==> config.mk <==
export PLATFORM = sky130hd
export DESIGN_NAME = mano_boot_loader
export DESIGN_NICKNAME = d
export VERILOG_FILES = /design/src/rtl/mano_pkg.sv /design/src/rtl/mano_mem_mux.sv /design/src/rtl/mano_boot_loader.sv
export SDC_FILE = /design/constraint.sdc
export NUM_CORES = 1
export LEC_CHECK = 0
export ABC_CLOCK_PERIOD_IN_PS = 4980
export CAP_MARGIN = 20
export CELL_PAD_IN_SITES_DETAIL_PLACEMENT = 1
export CELL_PAD_IN_SITES_GLOBAL_PLACEMENT = 2
export CORE_AREA = 2 2 125 219
export CTS_CLUSTER_DIAMETER = 120
export CTS_CLUSTER_SIZE = 14
export DETAILED_ROUTE_END_ITERATION = 10
export DIE_AREA = 0 0 127 221
export PLACE_DENSITY_LB_ADDON = 0.1
export REMOVE_ABC_BUFFERS = 1
export SYNTH_ARGS = -nofsm -noshare
export SYNTH_HDL_FRONTEND = slang
export SYNTH_SLANG_ARGS = --single-unit
==> constraint.sdc <==
create_clock -name clk -period 4.98 [get_ports clk]
set_input_delay 0.498 -clock clk [delete_from_list [all_inputs] [get_ports clk]]
set_output_delay 0.498 -clock clk [all_outputs]
set_load 0.1 [all_outputs]
==> src/rtl/mano_pkg.sv <==
// Shared Mano definitions: default bus sizes and the loader FSM encoding.
package mano_pkg;

  localparam int MANO_DWIDTH   = 32;
  localparam int MANO_AWIDTH   = 12;
  localparam int MANO_MEM_SIZE = 4096;

  typedef enum logic [2:0] {
    IDLE      = 3'd0,
    LOAD      = 3'd1,
    LOADED    = 3'd2,
    RUN       = 3'd3,
    DUMP_RD   = 3'd4,
    DUMP_WAIT = 3'd5,
    DUMP_OUT  = 3'd6
  } state_t;

endpackage

==> src/rtl/mano_mem_mux.sv <==
// SRAM port select: the CPU owns the port combinationally while running,
// otherwise the loader's registered request drives it.
module mano_mem_mux
  import mano_pkg::*;
#(
  parameter int DWIDTH = MANO_DWIDTH,
  parameter int AWIDTH = MANO_AWIDTH
) (
  input  logic              run_sel,
  input  logic [AWIDTH-1:0] cpu_ar,
  input  logic [DWIDTH-1:0] cpu_din,
  input  logic              cpu_we,
  input  logic [AWIDTH-1:0] ld_addr,
  input  logic [DWIDTH-1:0] ld_din,
  input  logic              ld_we,
  output logic [AWIDTH-1:0] mem_addr,
  output logic [DWIDTH-1:0] mem_din,
  output logic              mem_we
);

  // Pick the port owner
  always_comb begin
    mem_addr = ld_addr;
    mem_din  = ld_din;
    mem_we   = ld_we;
    if (run_sel) begin
      mem_addr = cpu_ar;
      mem_din  = cpu_din;
      mem_we   = cpu_we;
    end
  end

endmodule

==> src/rtl/mano_boot_loader.sv <==
// Program loader / SRAM arbiter for the Mano CPU.
// Streams an image into SRAM from address 0 with the CPU in reset, releases
// the CPU on run_req, and on dump_req halts it and streams words 0..len-1 out.
// Optional: define LOAD_CHECKSUM_EN to add the load_sum output.
module mano_boot_loader
  import mano_pkg::*;
#(
  parameter int DWIDTH   = MANO_DWIDTH,
  parameter int AWIDTH   = MANO_AWIDTH,
  parameter int MEM_SIZE = MANO_MEM_SIZE
) (
  input  logic              clk,
  input  logic              reset,
  input  logic              s_valid,
  output logic              s_ready,
  input  logic [DWIDTH-1:0] s_data,
  input  logic              s_last,
  input  logic              run_req,
  input  logic              dump_req,
  input  logic [AWIDTH:0]   dump_len,
  output logic              m_valid,
  input  logic              m_ready,
  output logic [DWIDTH-1:0] m_data,
  output logic              cpu_reset_n,
  input  logic [AWIDTH-1:0] cpu_ar,
  input  logic [DWIDTH-1:0] cpu_din,
  input  logic              cpu_we,
  output logic [DWIDTH-1:0] cpu_dout,
  output logic [AWIDTH-1:0] mem_addr,
  output logic [DWIDTH-1:0] mem_din,
  output logic              mem_we,
  input  logic [DWIDTH-1:0] mem_dout,
`ifdef LOAD_CHECKSUM_EN
  output logic [DWIDTH-1:0] load_sum,
`endif
  output logic [2:0]        state_o,
  output logic              load_err
);

  localparam logic [AWIDTH-1:0] LAST_ADDR = AWIDTH'(MEM_SIZE - 1);
  localparam logic [AWIDTH:0]   DONE_ONE  = (AWIDTH+1)'(1);

  state_t            state, state_d;
  logic              start_load, start_dump;
  logic              beat, load_wr, dump_last;
  logic [AWIDTH-1:0] ld_ptr, ld_addr;
  logic [DWIDTH-1:0] ld_din;
  logic              ld_we;
  logic [AWIDTH:0]   dump_ptr, dump_len_q, dump_nxt;

  // Once the last address is filled the rest of the image is swallowed
  assign beat      = (state == LOAD) && s_valid;
  assign load_wr   = beat && !load_err;
  assign dump_nxt  = dump_ptr + DONE_ONE;
  assign dump_last = (dump_nxt == dump_len_q);

  // CPU leaves reset only in RUN; a dump request pulls it down immediately
  assign cpu_reset_n = (state == RUN) && !dump_req;
  assign cpu_dout    = mem_dout;
  assign state_o     = state;

  // State register
  always_ff @(posedge clk or posedge reset) begin
    if (reset) state <= IDLE;
    else       state <= state_d;
  end

  // Next-state decode and stream-ready
  always_comb begin
    state_d    = state;
    s_ready    = 1'b0;
    start_load = 1'b0;
    start_dump = 1'b0;
    case (state)
      IDLE: begin
        if (s_valid) begin
          state_d    = LOAD;
          start_load = 1'b1;
        end else if (dump_req) begin
          start_dump = 1'b1;
        end
      end
      LOAD: begin
        s_ready = 1'b1;
        if (s_valid && s_last) state_d = LOADED;
      end
      LOADED: begin
        if (dump_req) begin
          start_dump = 1'b1;
        end else if (run_req) begin
          state_d = RUN;
        end else if (s_valid) begin
          state_d    = LOAD;
          start_load = 1'b1;
        end
      end
      RUN:       if (dump_req) start_dump = 1'b1;
      DUMP_RD:   state_d = DUMP_WAIT;
      DUMP_WAIT: state_d = DUMP_OUT;
      DUMP_OUT:  if (m_ready) state_d = dump_last ? LOADED : DUMP_RD;
      default:   state_d = IDLE;
    endcase
    // Empty dump bounces straight back without touching the stream
    if (start_dump) state_d = (dump_len == '0) ? LOADED : DUMP_RD;
  end

  // Loader datapath: load pointer, registered SRAM request, dump stream
  always_ff @(posedge clk or posedge reset) begin
    if (reset) begin
      ld_ptr     <= '0;
      ld_addr    <= '0;
      ld_din     <= '0;
      ld_we      <= 1'b0;
      load_err   <= 1'b0;
      dump_ptr   <= '0;
      dump_len_q <= '0;
      m_valid    <= 1'b0;
      m_data     <= '0;
    end else begin
      ld_we <= 1'b0;
      if (start_load) begin
        ld_ptr   <= '0;
        load_err <= 1'b0;
      end
      if (load_wr) begin
        ld_we   <= 1'b1;
        ld_addr <= ld_ptr;
        ld_din  <= s_data;
        // No wrap: park on the last address and flag a too-long image
        if (ld_ptr == LAST_ADDR) begin
          if (!s_last) load_err <= 1'b1;
        end else begin
          ld_ptr <= ld_ptr + AWIDTH'(1);
        end
      end
      if (start_dump) begin
        dump_ptr   <= '0;
        dump_len_q <= dump_len;
        ld_addr    <= '0;
      end
      if (state == DUMP_WAIT) begin
        m_data  <= mem_dout;
        m_valid <= 1'b1;
      end
      if (state == DUMP_OUT && m_ready) begin
        m_valid  <= 1'b0;
        dump_ptr <= dump_nxt;
        ld_addr  <= dump_nxt[AWIDTH-1:0];
      end
    end
  end

`ifdef LOAD_CHECKSUM_EN
  // Running sum of words committed to SRAM during the current load
  always_ff @(posedge clk or posedge reset) begin
    if (reset)           load_sum <= '0;
    else if (start_load) load_sum <= '0;
    else if (load_wr)    load_sum <= load_sum + s_data;
  end
`endif

  mano_mem_mux #(
    .DWIDTH (DWIDTH),
    .AWIDTH (AWIDTH)
  ) u_mem_mux (
    .run_sel  (state == RUN),
    .cpu_ar   (cpu_ar),
    .cpu_din  (cpu_din),
    .cpu_we   (cpu_we),
    .ld_addr  (ld_addr),
    .ld_din   (ld_din),
    .ld_we    (ld_we),
    .mem_addr (mem_addr),
    .mem_din  (mem_din),
    .mem_we   (mem_we)
  );

endmodule

==> impl_metrics.ini <==
[outcome]
status = complete, no violations

[placed_design]
dp_hpwl_um = 15090
place.gp.congestion = 0.7520
numPortBuffers = 244
post-place-ws_ns = 1.814

[run]
cap_violations = 0

[critical_path]
critPathLaunchType = register
max_stage_delay_ns = 1.13
cpMaxStageDelayCell = clkdlybuf4s50_1
cp_cell_sequence = nand3b_1 -> buf_4 -> mux2_2 -> clkdlybuf4s50_1
cp-end-kind = primary output
cpLargestDelayFamily = buffers and inverters
crit_buf_inv = 2
crit_type = register to primary output
critPathMaxFanout = 46
crit_arrival_ns = 3.10
critPathRequiredTime_ns = 4.48

[clock_tree]
cts_root_buf = clkbuf_16
path_clk_slew_ns = 0.05
post_cts.repair.setup_buffers = 0
cts_sinks = 120
cts_hold_buf = 0
cts_tree = yes
ctsResizeCount = 0
numCtsBuffers = 17
htree_levels = 4
clockBufferDepth = 2
worstSkewPairLatency_ns = 0.43

[routing]
dr_total_vias = 5254
drt-met1-wl_um = 7489
routed-wl-met2_um = 10660
wl_met3_um = 1385
top_layer = met4
wire_per_inst_um = 17.40
route.detailed.drc = 0
firstDrtPassIters = 4
dr.first_iter.drc_count = 118
totalWireLength_um = 20050
ant_nets = 0
vias_per_cell = 4.561

[sta]
rsz0062_at_grt = false
fin_crit_sh = 0.7221
hold_ws_ns = 0.4732
skew_ns = 0.01051
setup_ws_ns = 1.384
final_hold_viol_count = 0
fmax_ghz = 0.2781
slew_headroom = 0.3237
setup_violations = 0
worstMarginPinSlew_ns = 1.011
slew_violations = 0
fin_crit_ns = 3.596

[global_routing]
overflow = 0
grt_pass1_wl_um = 32820
grtUsageTotal = 0.1489
grt_pass1_vias = 6046
grt_start_max_net_pins = 58
antenna_found_initial = 0

[logic_synthesis]
yosysWarnings = 0
yosys.area.top_type = dfrtp_1
synth_seq_cells = 120
synthTopCellsByArea = dfrtp_1 48%, mux2_2 16%, nand2_1 8.1%
yosysSeqAreaShare = 0.4819
synth_top_area_frac = 0.4819
synth_edf_count = 0
synth_cell_type_count = 54
syn_avg_cell_area_um2 = 10.23
synthArstFlopShare = 1.000
netlist_area_um2 = 6231
syn_inst = 609
synthFlopType = dfrtp_1

[layout]
diodes = 0
drive_gt1_frac = 0.1667
syn_to_final_growth_pct = 49.92
fillers = 2949
final_nets = 947

[floorplan]
row_count = 79
coreArea_um2 = 26290
die_w_um = 127
io_pins = 245
die_y_um = 221
die_area_um2 = 28070
initial_core_util = 0.2370

[power]
ir_drop_mv = 0.4344
power.density_nw_per_um2 = 765.6
p_leak_nw = 4.060
fin_total_pwr_mw = 7.152

[worst_hold_path]
hold_path.class = register to register
-- routing by layer --
layer / global-route usage / up-vias
met2: 0.2732 / 202
met3: 0.04811 / 26
met5: 0 / -
li1: - / 2477
met4: 0.05849 / 0
met1: 0.1547 / 2549
-- per-stage QoR --
| stage | TNS (ns) | std cells | area (µm²) | utilization |
|---|---|---|---|---|
| 5_1_grt | 0 | 1152 | 9341 | 0.3553 |
| 3_5_place_dp | 0 | 1121 | 8763 | 0.3333 |
| 4_1_cts | 0 | 1152 | 9341 | 0.3553 |
| 2_1_floorplan | -1.404 | 545 | 5856 | - |
| 6_report | 0 | 1152 | 9341 | 0.3553 |
| 3_3_place_gp | 0 | 1121 | 8763 | 0.3333 |
-- worst reg2reg max path: cells and delay by family, from the launching register on --
family | cells | cell delay (ns)
AND/OR/NAND/NOR | 4 | 1.12
AO/OA/AOI/OAI | 2 | 0.55
flip-flops | 1 | 0.51
adder cells (fa/ha/maj) | 1 | 0.30
-- cell type report --
type                            instances  area (µm²)  share of cell area
Clock buffer                           21       450.4             0.04822
Clock inverter                         10       127.6             0.01366
Inverter                                6       25.02            0.002679
Multi-Input combinational cell        419        2830              0.3030
Sequential cell                       120        3003              0.3215
Tap cell                              324       405.4             0.04340
Timing Repair Buffer                  252        2500              0.2676
-- synthesized netlist by cell type (9+ instances only) --
master and count:
xor2_1 13, nand3_1 19, clkbuf_1 19, mux2_2 90, buf_2 11, dfrtp_1 120, buf_4 32, nand2_1 135
xnor2_1 12, o21ai_0 9, nor2_1 26, o21ai_1 20
-- placed cells by master (no fill, tap or decap), types with 9 or more instances in the layout --
master and instances:
buf_4 9, clkbuf_16 17, clkdlybuf4s50_1 243, dfrtp_1 120
mux2_2 90, nand2_1 135, nand3_1 19, nor2_1 26
o21ai_0 9, o21ai_1 20, xnor2_1 12, xor2_1 13
-- final timing paths --
path                                          from                endpoint  slack (ns)  depth (start not counted)
setup / recovery            state_o[2]$_DFFE_PP0P_             mem_addr[2]        1.38                          4
hold / removal              ld_din[27]$_DFFE_PP0P_  ld_din[27]$_DFFE_PP0P_        0.47                          2
setup reg to reg           dump_ptr[0]$_DFFE_PP0P_  state_o[2]$_DFFE_PP0P_        2.35                          7
hold reg to reg             ld_din[27]$_DFFE_PP0P_  ld_din[27]$_DFFE_PP0P_        0.47                          2
max in group asynchronous                    reset  m_data[21]$_DFFE_PP0P_        3.38                          3
min in group asynchronous                    reset   m_data[1]$_DFFE_PP0P_        0.56                          2
-- cell families after synthesis --
family | after synthesis | share of synthesized area
AND/OR/NAND/NOR | 223 | 0.1631
flip-flops | 120 | 0.4819
multiplexers | 97 | 0.1747
AO/OA/AOI/OAI | 72 | 0.07731
buffers and inverters | 70 | 0.06385
XOR/XNOR | 25 | 0.03514
adder cells (fa/ha/maj) | 2 | 0.004015
-- power by group --
| part | switching, mW | total, mW | leakage, nW | internal [mW] |
|---|---|---|---|---|
| sequential | 0.292 | 1.65 | 1.51 | 1.35 |
| clock | 0.442 | 1.23 | 0.286 | 0.790 |
| combinational | 3.09 | 4.27 | 2.27 | 1.18 |
| total | 3.83 | 7.15 | 4.06 | 3.32 |
-- registers in the layout, summed over array words and instances (netlist names) --
| register | flops |
|---|---|
| dump_len_q | 13 |
| ld_addr | 12 |
| ld_ptr | 12 |
| state_o | 3 |
| ld_we | 1 |
| m_data | 32 |
| ld_din | 32 |
| dump_ptr | 13 |
| load_err | 1 |
| m_valid | 1 |
Power figures use the tool's default switching activity.
